**src/rtl/state_poly_tomsg_pkg.sv**
```systemverilog
// Shared constants, FSM encoding and compression window for state_poly_tomsg.
// Share folding is compiled in when STATE_POLY_TOMSG_SHARE_FOLD_EN is defined.
package state_poly_tomsg_pkg;

    localparam int KYBER_Q = 3329;
    localparam int KYBER_N = 256;

    localparam int LANES  = 8;
    localparam int LANE_W = 16;
    localparam int COEF_W = 12;
    localparam int WORD_W = LANES * LANE_W;
    localparam int ADDR_W = 5;

    localparam logic [COEF_W:0]   Q_S    = 13'd3329;
    localparam logic [COEF_W:0]   THR_LO = 13'd833;
    localparam logic [COEF_W:0]   THR_HI = 13'd2496;
    localparam logic [ADDR_W-1:0] LAST_AD = 5'd31;

    typedef enum logic [1:0] {
        ST_IDLE  = 2'd0,
        ST_RUN   = 2'd1,
        ST_DRAIN = 2'd2
    } state_t;

    // round(2s/q) mod 2 is 1 exactly when s lies in [833, 2496]
    function automatic logic in_window(input logic [COEF_W:0] s);
        return (s >= THR_LO) && (s <= THR_HI);
    endfunction

endpackage

```
**src/rtl/state_poly_tomsg_compress.sv**
```systemverilog
// One coefficient lane: optional share fold mod q, then 1-bit poly_tomsg compression.
// Fold is present only when STATE_POLY_TOMSG_SHARE_FOLD_EN is defined.
module State_Poly_ToMsg___Compress
    import state_poly_tomsg_pkg::*;
(
    input  logic [COEF_W-1:0] x1,
    input  logic [COEF_W-1:0] x2,
    output logic              msg_bit
);

    logic [COEF_W:0] s;

`ifdef STATE_POLY_TOMSG_SHARE_FOLD_EN
    logic [COEF_W:0] sum;

    // Both shares are canonical, so one conditional subtract fully reduces
    always_comb begin
        sum = {1'b0, x1} + {1'b0, x2};
        s   = sum;
        if (sum >= Q_S) begin
            s = sum - Q_S;
        end
    end
`else
    logic unused_x2;

    assign unused_x2 = ^x2;
    assign s         = {1'b0, x1};
`endif

    assign msg_bit = in_window(s);

endmodule

```
**src/rtl/state_poly_tomsg.sv**
```systemverilog
// Streams 32 subtract-stage words, compresses each 8-lane word to one message byte.
// STATE_POLY_TOMSG_SHARE_FOLD_EN adds share 2 into share 1 mod q before compression.
module state_poly_tomsg
    import state_poly_tomsg_pkg::*;
(
    input  logic              clk,
    input  logic              rst_n,
    input  logic              enable,
    output logic [ADDR_W-1:0] Sub_DecMp_RAd,
    input  logic [WORD_W-1:0] Sub_DecMp1_RData,
    input  logic [WORD_W-1:0] Sub_DecMp2_RData,
    output logic              Msg_outready,
    output logic [ADDR_W-1:0] Msg_WAd,
    output logic [LANES-1:0]  Msg_WData,
    output logic              Busy,
    output logic              Function_done,
    output state_t            dbg_state
);

    state_t            state;
    state_t            state_nx;
    logic              rd_v;
    logic [ADDR_W-1:0] rd_ad_d;
    logic [LANES-1:0]  msg_bits;
    logic [LANES-1:0]  unused_nib;
    logic              last_wr;

    // Lane i occupies bits [16i+15:16i]; only the low 12 bits carry the coefficient
    for (genvar i = 0; i < LANES; i++) begin : g_lane
        State_Poly_ToMsg___Compress u_cmp (
            .x1      (Sub_DecMp1_RData[LANE_W*i +: COEF_W]),
            .x2      (Sub_DecMp2_RData[LANE_W*i +: COEF_W]),
            .msg_bit (msg_bits[i])
        );

        assign unused_nib[i] = ^{Sub_DecMp1_RData[LANE_W*i+COEF_W +: LANE_W-COEF_W],
                                 Sub_DecMp2_RData[LANE_W*i+COEF_W +: LANE_W-COEF_W]};
    end

    assign last_wr   = Msg_outready && (Msg_WAd == LAST_AD);
    assign dbg_state = state;

    always_comb begin
        state_nx = state;
        case (state)
            ST_IDLE:  if (enable)                      state_nx = ST_RUN;
            ST_RUN:   if (Sub_DecMp_RAd == LAST_AD)    state_nx = ST_DRAIN;
            ST_DRAIN: if (last_wr)                     state_nx = ST_IDLE;
            default:                                   state_nx = ST_IDLE;
        endcase
    end

    // rd_v marks the cycle a word is on RData; Msg_WAd trails RAd by two cycles
    always_ff @(posedge clk) begin
        if (!rst_n) begin
            state         <= ST_IDLE;
            Sub_DecMp_RAd <= '0;
            rd_v          <= 1'b0;
            rd_ad_d       <= '0;
            Msg_outready  <= 1'b0;
            Msg_WAd       <= '0;
            Msg_WData     <= '0;
            Busy          <= 1'b0;
            Function_done <= 1'b0;
        end else begin
            state         <= state_nx;
            rd_v          <= (state == ST_RUN);
            rd_ad_d       <= Sub_DecMp_RAd;
            Msg_outready  <= rd_v;
            Function_done <= (state == ST_DRAIN) && last_wr;

            if (rd_v) begin
                Msg_WAd   <= rd_ad_d;
                Msg_WData <= msg_bits;
            end

            case (state)
                ST_IDLE: begin
                    if (enable) begin
                        Sub_DecMp_RAd <= '0;
                        Busy          <= 1'b1;
                    end
                end
                ST_RUN: begin
                    Sub_DecMp_RAd <= Sub_DecMp_RAd + 1'b1;
                end
                ST_DRAIN: begin
                    if (last_wr) begin
                        Busy <= 1'b0;
                    end
                end
                default: begin
                    Busy <= 1'b0;
                end
            endcase
        end
    end

endmodule

```
**config.mk**
```make
export PLATFORM = sky130hd
export DESIGN_NAME = state_poly_tomsg
export DESIGN_NICKNAME = d
export VERILOG_FILES = /design/src/rtl/state_poly_tomsg_pkg.sv /design/src/rtl/state_poly_tomsg_compress.sv /design/src/rtl/state_poly_tomsg.sv
export SDC_FILE = /design/constraint.sdc
export NUM_CORES = 1
export LEC_CHECK = 0
export BUFFER_PORTS_ARGS = -buffer_cell sky130_fd_sc_hd__clkbuf_2
export CAP_MARGIN = 0
export CORE_AREA = 2 2 110 112
export DETAILED_ROUTE_END_ITERATION = 7
export DIE_AREA = 0 0 112 114
export PLACE_DENSITY = 0.53
export SLEW_MARGIN = 0
export SYNTH_ARGS = -nofsm -noshare
export SYNTH_HDL_FRONTEND = slang
export SYNTH_SLANG_ARGS = --single-unit
```
**constraint.sdc**
```tcl
create_clock -name clk -period 1.7 [get_ports clk]
set_input_delay 0.34 -clock clk [delete_from_list [all_inputs] [get_ports clk]]
set_output_delay 0.34 -clock clk [all_outputs]
set_load 0.005 [all_outputs]
```
* Word-level counts from Yosys, hierarchy flattened
Index checks and enable logic that the tools add are counted.
Cells by class: eq/ne operators 7, reduce and logical (&&, ||, !) cells 15, mux-type cells 9, bitwise operators 1, $lt $le $gt $ge 16, add/sub/neg operators 1
Operators by type and width (count):
- $ge A12 B10 Y1 const B | 8
- $le A12 B12 Y1 const B | 8
- $eq A5 B5 Y1 const B | 2
- $logic_and A1 B1 Y1 | 10
- $pmux W5 S2 | 1
- $mux W2 | 3
- $ne A2 B2 Y1 const B | 3
- $pmux W2 S3 | 1
- $reduce_and A3 Y1 | 2
- $add A5 B1 Y5 const B | 1
- $mux W5 | 1
- $pmux W1 S3 | 1
- $eq A2 B1 Y1 const B | 1
- $eq A2 B2 Y1 const B | 1
- $logic_not A2 Y1 | 1
- $mux W1 | 2
- $reduce_and A2 Y1 | 1
- $reduce_bool A2 Y1 | 1
- $not A1 Y1 | 1
Word-level totals: output and inout bits 23, input bits 259, register bits 29

* Depth between registers and ports, before layout
Gate-level depths: netlist of the first run.
depth after elaboration 4, depth in mapped cells 7, depth with buffers taken out 7

* Hierarchy
Synthesis of the first run repeated with hierarchy kept, for this count alone.
Unflattened totals: cells, all modules 191, area, all modules 1701.6 sq um
By module, submodules not included:
- state_poly_tomsg | area each 1041.0 sq um, instances 1, cells an instance 103, sequential area each 580.6 sq um
- State_Poly_ToMsg___Compress | area each 82.6 sq um, instances 8, cells an instance 11, sequential area each 0.0 sq um

* Least setup slack after synthesis of the first run
OpenSTA, ideal clock, no wires.
path type in2reg, start point input Sub_DecMp1_RData[5], end point register Msg_WData[0], arrival time 1.348 ns, slack 0.235 ns, stages 4, cell sequence nor4_2 > a21oi_1 > or4_1 > a22o_1
On the way: longest elaborated chain between the ends 2, elaborated cells between the ends (all ways) 3, those cells by class order compare (2); reduce/logical (1)
RTL lines:
- start: declaration | line state_poly_tomsg.sv:10 | input logic [WORD_W-1:0] Sub_DecMp1_RData,
- $ge A12 B10 Y1 or $le A12 B12 Y1 (tied branches) | line state_poly_tomsg_pkg.sv:27 | return (s >= THR_LO) && (s <= THR_HI);
- $logic_and A1 B1 Y1 (*) | line state_poly_tomsg_pkg.sv:27
- end signal: assignment | line state_poly_tomsg.sv:74 | Msg_WData <= msg_bits;
- end: declaration | line state_poly_tomsg.sv:14 | output logic [LANES-1:0] Msg_WData,
Every way passes the cells marked *; elsewhere a longest branch is shown, timed or not. A chain may end at the register's enable or synchronous reset.

==> results.yml, run 1 <==
cts:
  path_clk_slew_ns: 0.05
  clk_path_buf_depth: 2
  cts-root-buf: "clkbuf_16"
  htreeDepth: 2
  clk-insertion-delay-late_ns: 0.27
  post_cts_buffers: 0
  cts_hold_buf: 0
  cts_resized: 0
  numCtsBuffers: 5
  cts.sinks: 29
  cts_tree: "built"
global_route:
  grt_pass1_wl_um: 7960
  gr-usage-met1_pct: 8.46
  grt_usage_pct: 7.57
  grt_pass1_vias: 1785
  top_usage_layer: "met2"
  grt_use_met3_pct: 1.33
  grt_max_degree: 18
  overflow: 0
  antenna_found_initial: 0
  grt_use_met2_pct: 14.1
synthesis:
  synth_seq_cells: 29
  syn_area_um2: 1530
  ys_dominant_reg_cell: "dfxtp_1"
  synth-seq-area-share_pct: 37.9
  syn_inst: 182
  async_flop_share_pct: 0
  yosysMostFrequentCell: "dfxtp_1"
  synth.avg_cell_area_um2: 8.42
  synth_commonest_cells: "29 x dfxtp_1, 19 x nor2_1, 16 x a21oi_1"
  synth_area_leaders: "dfxtp_1 38%, a21oi_1 5.2%, nor2_1 4.7%, mux2i_1 4.6%, nor2b_1 4.5%"
  synth_top_cell_by_area: "dfxtp_1"
  synth-edff-count: 0
  synth_nets: 443
  synth_top_area_share_pct: 37.9
  synth_warnings: 0
  synth_cell_types: 30
power_and_ir_drop:
  p_sw_uw: 453
  p_sw_share_pct: 24.7
  power.total_uw: 1840
  p_leak_uw: 0.00116
  pwr-share-seq_pct: 39.2
  intPower_uw: 1380
  p_per_area_nw_per_um2: 743
  clkPwrFrac_pct: 46.4
  vdd_ir_drop_max_v: 0.000322
  pwr-share-comb_pct: 14.5
drt:
  drc: 0
  vias: 1851
  firstDrtPassIters: 3
  avgViaCountPerCell: 4.05
  wirelength_um: 4890
  wl_per_cell_um: 10.7
  antenna_left: 0
  initialDrtViolationCount: 67
worst_setup_path:
  cp_slowest_cell: "dfxtp_1"
  crit_chain: "nand2b_1 -> a2111oi_0 -> and4b_1"
  cp.arrival_ns: 1.60
  start_kind: "flip-flop"
  worstPathBufferInverterCount: 0
  worstPathRequired_ns: 1.86
  cp-end-kind: "flip-flop"
  critPathKind: "flip-flop to flip-flop"
  critPathTopFamily: "flip-flops"
  crit_fanout: 9
  critical_path.max_stage_delay_ns: 0.50
layout:
  areaGrowthSynthToFinish_pct: 61.3
  nNetsFinal: 570
  layout-drive-gt1-share_pct: 44.5
  n_antenna_cell: 0
  nFillCells: 1295
timing:
  slew_headroom_pct: 70.7
  fmax_mhz: 698
  hold_viol: 0
  skew_ns: 0.00391
  final-max-slew-violation-count: 0
  finalCriticalPeriod_ns: 1.43
  setup_viol: 0
  fin_crit_sh_pct: 84.2
  worstMarginPinSlew_ns: 0.439
  finalSetupTns_ns: 0
  rsz0062_at_grt: "no"
floorplan:
  ios: 282
  rows: 40
  fp.dieArea_um2: 12800
  core_um2: 11700
  dieWidth_um: 112
  die_h_um: 114
  initial_core_util_pct: 13.1
placement:
  gp_congestion: 0.842
  dp_hpwl_um: 3970
  io_buffer_count: 121
hold_path:
  min_path_type: "input pin to flip-flop"
flow_run:
  cap_violations: 0
outcome:
  run_status: "finished clean"
-- worst min-delay path, stage by stage --
cell and delay [ns]:
clkbuf_2 0.08, or4_1 0.10, a22o_1 0.11
-- cell type report --
type,instances,area [um2],share of cell area (%)
tap,147,184,7.44
clock inverter,3,17.5,0.709
multi-input combinational,148,933,37.8
inverter,1,3.75,0.152
clock buffer,5,125,5.06
sequential,29,581,23.5
timing repair buffer,124,628,25.4
-- metal layers --
layer,part of all wire [%],wire length (um)
met1,40,1970
met2,52,2530
met3,5.6,276
met4,2.2,108
met5,0,0
-- state kept, by name (all words and copies together), names as in the netlist --
signal and cells:
Sub_DecMp_RAd 5, rd_v 1, Function_done 1, Msg_outready 1, Msg_WData 8, rd_ad_d 5, Msg_WAd 5, Busy 1
dbg_state 2
-- logic make-up after synthesis --
family                   count (synthesis)  synth area share [%]
flip-flops                              29                  37.9
AO/OA/AOI/OAI                           43                  17.8
AND/OR/NAND/NOR                         95                  36.2
buffers and inverters                    5                  1.22
adder cells (fa/ha/maj)                  2                  1.63
multiplexers                             8                  5.31
-- power by group through the flow --
stage	clock network, uW	logic [uW]	registers (uW)
floorplan	0	91.3	731
global placement	0	260	734
detailed placement	0	267	734
CTS	883	269	720
global route	926	301	722
finish	852	266	720
-- final timing paths --
path	startpoint	endpoint	slack, ns	depth (start not counted)
setup / recovery	rd_v	Msg_WData[7]	0.27	3
hold / removal	Sub_DecMp1_RData[106]	Msg_WData[6]	0.39	3
setup reg to reg	rd_v	Msg_WData[7]	0.27	3
hold reg to reg	Msg_WData[0]	Msg_WData[0]	0.48	1
-- metrics by stage --
stage,hold slack (ns),cells,cell area [um2],utilization [%],setup WS [ns]
after floorplan,0.463,182,1530,-,0.235
after global placement,0.466,449,2330,19.9,0.0525
after detailed placement,0.469,449,2330,19.9,0.0388
after CTS,0.378,457,2470,21.1,0.231
after global routing,0.407,457,2470,21.1,0.156
final,0.388,457,2470,21.1,0.268
-- cell usage in the layout, fill, tap and decap left out, drive strengths merged, types with 3 or more instances in the layout --
cell type / n
nor4: 8
nand3: 9
or4: 6
a21oi: 16
dfxtp: 29
a22o: 6
nor2b: 11
clkbuf: 126
and3: 8
nor2: 19
a22oi: 3
buf: 3
mux2i: 7
o21ai: 9
nand4: 6
nand2: 13
and2: 9
No activity file was read; power rests on OpenSTA's default activity.
==> run 2: changes to the inputs <==
--- a/config.mk
+++ b/config.mk
@@ -5,12 +5,13 @@
 export SDC_FILE = /design/constraint.sdc
 export NUM_CORES = 1
 export LEC_CHECK = 0
+export ABC_AREA = 1
 export BUFFER_PORTS_ARGS = -buffer_cell sky130_fd_sc_hd__clkbuf_2
 export CAP_MARGIN = 0
 export CORE_AREA = 2 2 110 112
 export DETAILED_ROUTE_END_ITERATION = 7
 export DIE_AREA = 0 0 112 114
-export PLACE_DENSITY = 0.53
+export PLACE_DENSITY = 0.57
 export SLEW_MARGIN = 0
 export SYNTH_ARGS = -nofsm -noshare
 export SYNTH_HDL_FRONTEND = slang
==> constraint.sdc (replaced) <==
create_clock -name clk -period 1.25 [get_ports clk]
set_input_delay 0.25 -clock clk [delete_from_list [all_inputs] [get_ports clk]]
set_output_delay 0.25 -clock clk [all_outputs]
set_load 0.005 [all_outputs]
==> run 2 against run 1 <==
Against the previous run: sequential cell count unchanged; wire length grew 7.2%; worst setup slack got worse by 0.18 ns; clock power increased by 64%; synthesized area increased by 19%; clock skew is 0.00085 ns lower; synthesized cell count increased by 77%; highest routed layer unchanged.
==> results.yml, run 2 <==
cts:
  clk_path_buf_depth: 2
  numCtsBuffers: 5
  path_clk_slew_ns: 0.05
  cts.sinks: 29
  clk-insertion-delay-late_ns: 0.27
  cts-root-buf: "clkbuf_16"
  cts_tree: "built"
  htreeDepth: 2
drt:
  antenna_left: 0
  firstDrtPassIters: 4
  wl_per_cell_um: 8.69
  avgViaCountPerCell: 3.73
  wirelength_um: 5240
  drc: 0
  initialDrtViolationCount: 75
  vias: 2248
floorplan:
  die_h_um: 114
  rows: 40
  core_um2: 11700
  fp.dieArea_um2: 12800
  dieWidth_um: 112
  initial_core_util_pct: 15.6
  ios: 282
timing:
  final-max-slew-violation-count: 0
  fmax_mhz: 861
  setup_viol: 0
  skew_ns: 0.00306
  worstMarginPinSlew_ns: 0.389
  finalSetupTns_ns: 0
  hold_viol: 0
  rsz0062_at_grt: "no"
  setup_ws_ns: 0.0891
  finalCriticalPeriod_ns: 1.16
  slew_headroom_pct: 74.1
  fin_crit_sh_pct: 92.9
  whs_ns: 0.282
placement:
  dp_hpwl_um: 4470
  place_ws_ns: 0.0116
  gp_congestion: 0.794
  io_buffer_count: 121
worst_setup_path:
  worstPathRequired_ns: 1.41
  critPathTopFamily: "adder cells"
  critical_path.max_stage_delay_ns: 0.33
  worst-r2r-setup-slack_ns: 0.09
  start_kind: "flip-flop"
  cp-end-kind: "flip-flop"
  r2r-end: "Sub_DecMp_RAd[4]"
  cp.arrival_ns: 1.32
  r2r_cells: 6
  crit_fanout: 2
  worstPathBufferInverterCount: 0
  critPathKind: "flip-flop to flip-flop"
  rr_startpoint: "Sub_DecMp_RAd[1]"
  cp_slowest_cell: "dfxtp_2"
  crit_chain: "ha_2 -> nand2_1 -> nor2_2 -> ha_2 -> nand2_1 -> o21ai_1"
global_route:
  grt_max_degree: 12
  antenna_found_initial: 0
  grt_pass1_wl_um: 8800
  grt_usage_pct: 8.16
  overflow: 0
  grt_pass1_vias: 2125
synthesis:
  synth-edff-count: 0
  syn_area_um2: 1820
  syn_inst: 323
  ys_dominant_reg_cell: "dfxtp_1"
  synth_commonest_cells: "103 x nand2_1, 96 x nor2_1, 32 x inv_1"
  yosysMostFrequentCell: "nand2_1"
  async_flop_share_pct: 0
  synth_nets: 584
  synth.avg_cell_area_um2: 5.64
  synth-seq-area-share_pct: 31.9
  synth_warnings: 0
  synth_area_leaders: "dfxtp_1 32%, nand2_1 21%, nor2_1 20%, inv_1 6.6%, o21ai_0 4.1%"
  synth_cell_types: 24
  synth_top_area_share_pct: 31.9
  synth_top_cell_by_area: "dfxtp_1"
  synth_seq_cells: 29
layout:
  nNetsFinal: 716
  layout_commonest_cell: "clkbuf_2"
  finalCoreUtilization_pct: 24.2
  top_register: "Msg_WData"
  areaGrowthSynthToFinish_pct: 55.8
  n_antenna_cell: 0
  largest_reg_flops: 8
  nFillCells: 1369
  layout_common_cells: "121 x clkbuf_2, 103 x nand2_1, 95 x nor2_1, 32 x inv_1, 27 x dfxtp_1"
  layout-drive-gt1-share_pct: 34.6
power_and_ir_drop:
  p_per_area_nw_per_um2: 1010
  p_leak_uw: 0.00151
  vdd_ir_drop_max_v: 0.000590
  power.total_uw: 2870
hold_path:
  worstHoldPathCells: 3
  min_path_type: "input pin to flip-flop"
  hp-start: "enable"
  hold_end: "Busy"
flow_run:
  cap_violations: 0
outcome:
  run_status: "finished clean"
-- run 2: how the worst max path moves through the flow --
stage / start / endpoint / slack, ns / depth (start not counted)
floorplan: Sub_DecMp_RAd[0] / dbg_state[0] / 0.04 / 6
global placement: Sub_DecMp_RAd[0] / dbg_state[0] / 0.01 / 6
detailed placement: Sub_DecMp_RAd[0] / dbg_state[0] / 0.01 / 6
CTS: Sub_DecMp_RAd[0] / dbg_state[0] / 0.04 / 6
global route: Sub_DecMp_RAd[1] / dbg_state[0] / 0.006 / 6
finish: Sub_DecMp_RAd[1] / Sub_DecMp_RAd[4] / 0.09 / 6
-- run 2: logic make-up (layout without fill, tap and decap cells) --
group                      after synthesis  in the layout  share of synthesized area (%)
and+or+nand+nor                        216            216                           47.6
adders and majority gates                2              2                           1.37
DFF                                     29             29                           31.9
buffers and inverters                   44            177                           9.68
xor gates and xnor gates                 1              1                          0.481
AOI/OAI and AO/OA                       31             31                           9.00
-- run 2: through the flow --
step / std cells / cell area [um2]
after floorplan: 323 / 1820
after global placement: 594 / 2640
after detailed placement: 594 / 2640
after CTS: 602 / 2820
after global routing: 603 / 2840
final: 603 / 2840
-- run 2: worst register-to-register path: stages, from the launching register on --
cell and delay (ns):
dfxtp_2 0.33, ha_2 0.18, nand2_1 0.06, nor2_2 0.11, ha_2 0.27, nand2_1 0.06
o21ai_1 0.05
-- run 2: power by group --
group          internal (uW)  total, uW  leakage, uW  switching [uW]
combinational            238        482      0.00119             244
clock                    992       1400    0.0000831             405
sequential               967        995     0.000237            28.4
total                   2200       2870      0.00151             677
-- run 2: final cells by class --
type	count	area, um2	area share [%]
well taps	147	184	6.48
multi-input cells	250	1080	37.9
flip-flops and latches	29	583	20.5
repair buffers	130	673	23.7
clock buffers	6	139	4.89
clock inverters	2	37.5	1.32
inverters	39	146	5.16
-- run 2: metal layers --
| metal | up-vias | track usage (%) | part of all wire, % |
|---|---|---|---|
| met5 | - | 0 | 0 |
| met4 | 0 | 0.976 | 0.15 |
| met3 | 2 | 2.50 | 7.9 |
| met2 | 73 | 15.1 | 45 |
| met1 | 915 | 9.61 | 47 |
| li1 | 1258 | - | - |
-- run 2: timing repair --
action                     in CTS  in global routing
buffers inserted                0                  1
hold buffers                    0                  0
setup endpoints to repair       1                  2
pin swaps                       0                  4
gates resized for setup         1                  5
==> run 3: changes to the inputs <==
--- a/config.mk
+++ b/config.mk
@@ -11,7 +11,6 @@
 export CORE_AREA = 2 2 110 112
 export DETAILED_ROUTE_END_ITERATION = 7
 export DIE_AREA = 0 0 112 114
-export PLACE_DENSITY = 0.57
 export SLEW_MARGIN = 0
 export SYNTH_ARGS = -nofsm -noshare
 export SYNTH_HDL_FRONTEND = slang
==> run 3 against run 2 <==
Against the previous run: via count increased by 0.71%; combinational power about the same; largest cell class unchanged; maximum frequency decreased by 0.17%; register-to-register slack about the same; worst hold slack got worse by 0.00093 ns; highest routed layer unchanged.
==> results.yml, run 3 (same netlist as run 2, synthesis figures left out) <==
drt:
  avgViaCountPerCell: 3.77
  vias: 2264
  wirelength_um: 5420
  drc: 0
  initialDrtViolationCount: 42
  firstDrtPassIters: 4
  antenna_left: 0
  wl_per_cell_um: 9.02
floorplan:
  fp.dieArea_um2: 12800
  die_h_um: 114
  initial_core_util_pct: 15.6
  ios: 282
  core_um2: 11700
  rows: 40
  dieWidth_um: 112
timing:
  worstMarginPinSlew_ns: 0.428
  skew_ns: 0.00398
  slew_headroom_pct: 71.5
  setup_viol: 0
  finalCriticalPeriod_ns: 1.16
  final-max-slew-violation-count: 0
  rsz0062_at_grt: "no"
  fin_crit_sh_pct: 93.0
  hold_viol: 0
  fmax_mhz: 860
  setup_ws_ns: 0.0872
  whs_ns: 0.281
power_and_ir_drop:
  power.total_uw: 2620
  p_sw_uw: 682
  vdd_ir_drop_max_v: 0.000502
  pwr-share-comb_pct: 18.5
  p_per_area_nw_per_um2: 935
  p_sw_share_pct: 26.1
  intPower_uw: 1930
  pwr-share-seq_pct: 37.9
  p_leak_uw: 0.00149
  clkPwrFrac_pct: 43.5
cts:
  cts_tree: "built"
  clk_path_buf_depth: 2
  cts.sinks: 29
  path_clk_slew_ns: 0.05
  numCtsBuffers: 5
  cts-root-buf: "clkbuf_16"
  htreeDepth: 2
  clk-insertion-delay-late_ns: 0.27
global_route:
  grt_pass1_wl_um: 8800
  grt_pass1_vias: 2002
  overflow: 0
  grt_usage_pct: 8.48
  grt_max_degree: 16
  antenna_found_initial: 0
placement:
  place_ws_ns: -0.0265
  dp_hpwl_um: 4670
  postPlaceCellArea_um2: 2650
  io_buffer_count: 121
  gp_congestion: 0.745
layout:
  top_register: "Msg_WData"
  layout-drive-gt1-share_pct: 33.9
  largest_reg_flops: 8
  finalCoreUtilization_pct: 23.9
  layout_commonest_cell: "clkbuf_2"
  areaGrowthSynthToFinish_pct: 53.6
  layout_common_cells: "121 x clkbuf_2, 103 x nand2_1, 96 x nor2_1, 32 x inv_1, 28 x dfxtp_1"
  n_antenna_cell: 0
  nNetsFinal: 714
  finalInstanceArea_um2: 2800
outcome:
  run_status: "finished clean"
worst_setup_path:
  start_kind: "flip-flop"
  worstPathRequired_ns: 1.41
  cp_common_cell: "ha_2"
  crit_fanout: 2
  cp-end-kind: "flip-flop"
  critPathKind: "flip-flop to flip-flop"
  cp_slowest_cell: "dfxtp_1"
  critical_path.max_stage_delay_ns: 0.33
  crit_chain: "ha_2 -> nand2_1 -> nor2_1 -> ha_2 -> a21oi_2 -> and3_1"
  cp.arrival_ns: 1.32
flow_run:
  cap_violations: 0
hold_path:
  min_path_type: "input pin to flip-flop"
[run 3: cell types whose count changed in the layout (fill, tap and decap cells not counted)]
| cell | delta |
|---|---|
| clkbuf_8 | -1 |
| buf_12 | +1 |
| clkinv_2 | +2 |
| dfxtp_2 | -1 |
| bufinv_16 | -1 |
| nor2_1 | +1 |
| buf_4 | -3 |
| nor2_2 | -1 |
| dfxtp_1 | +1 |
[run 3: worst paths after layout]
kind | from | endpoint | slack [ns] | depth (start not counted)
max | Sub_DecMp_RAd[1] | dbg_state[0] | 0.09 | 6
min | enable | Busy | 0.28 | 3
min reg2reg | rd_ad_d[0] | Msg_WAd[0] | 0.46 | 2
max reg2reg | Sub_DecMp_RAd[1] | dbg_state[0] | 0.09 | 6
[run 3: through the flow]
stage,setup TNS (ns),instances
after global routing,0,601
final,0,601
after CTS,0,601
after floorplan,0,323
after detailed placement,-0.0265,593
after global placement,0,593
[run 3: area by class of cell]
cell class,count,area (um2)
sequential,29,582
fill,1375,8910
timing repair buffer,128,671
inverter,39,146
clock inverter,3,17.5
tap,147,184
clock buffer,5,125
multi-input combinational,250,1070
[run 3: per-layer routing]
metal	GRT usage (%)	vias up	routed length [um]
li1	-	1256	-
met1	10.3	933	2450
met2	14.4	73	2460
met3	3.29	2	495
met4	1.71	0	20
met5	0	-	0
[run 3: timing repair]
| action | in CTS | in global routing |
|---|---|---|
| pin swaps | 0 | 1 |
| endpoints found under the setup margin | 1 | 2 |
| resized for setup | 1 | 3 |
| hold buffers | 0 | 0 |
| buffers inserted | 0 | 0 |
[run 3: power by group through the flow]
stage | registers (uW) | clock network (uW) | logic (uW)
after global routing | 997 | 1240 | 563
after floorplan | 1010 | 0 | 214
after CTS | 991 | 1200 | 497
after detailed placement | 1010 | 0 | 494
after global placement | 1010 | 0 | 493
final | 992 | 1140 | 485
[run 3: critical path, delay by kind of cell (launching register included)]
| kind | cells | cell delay (ns) |
|---|---|---|
| simple gates | 3 | 0.30 |
| compound gates | 1 | 0.06 |
| fa+ha+maj | 2 | 0.37 |
| flops | 1 | 0.33 |
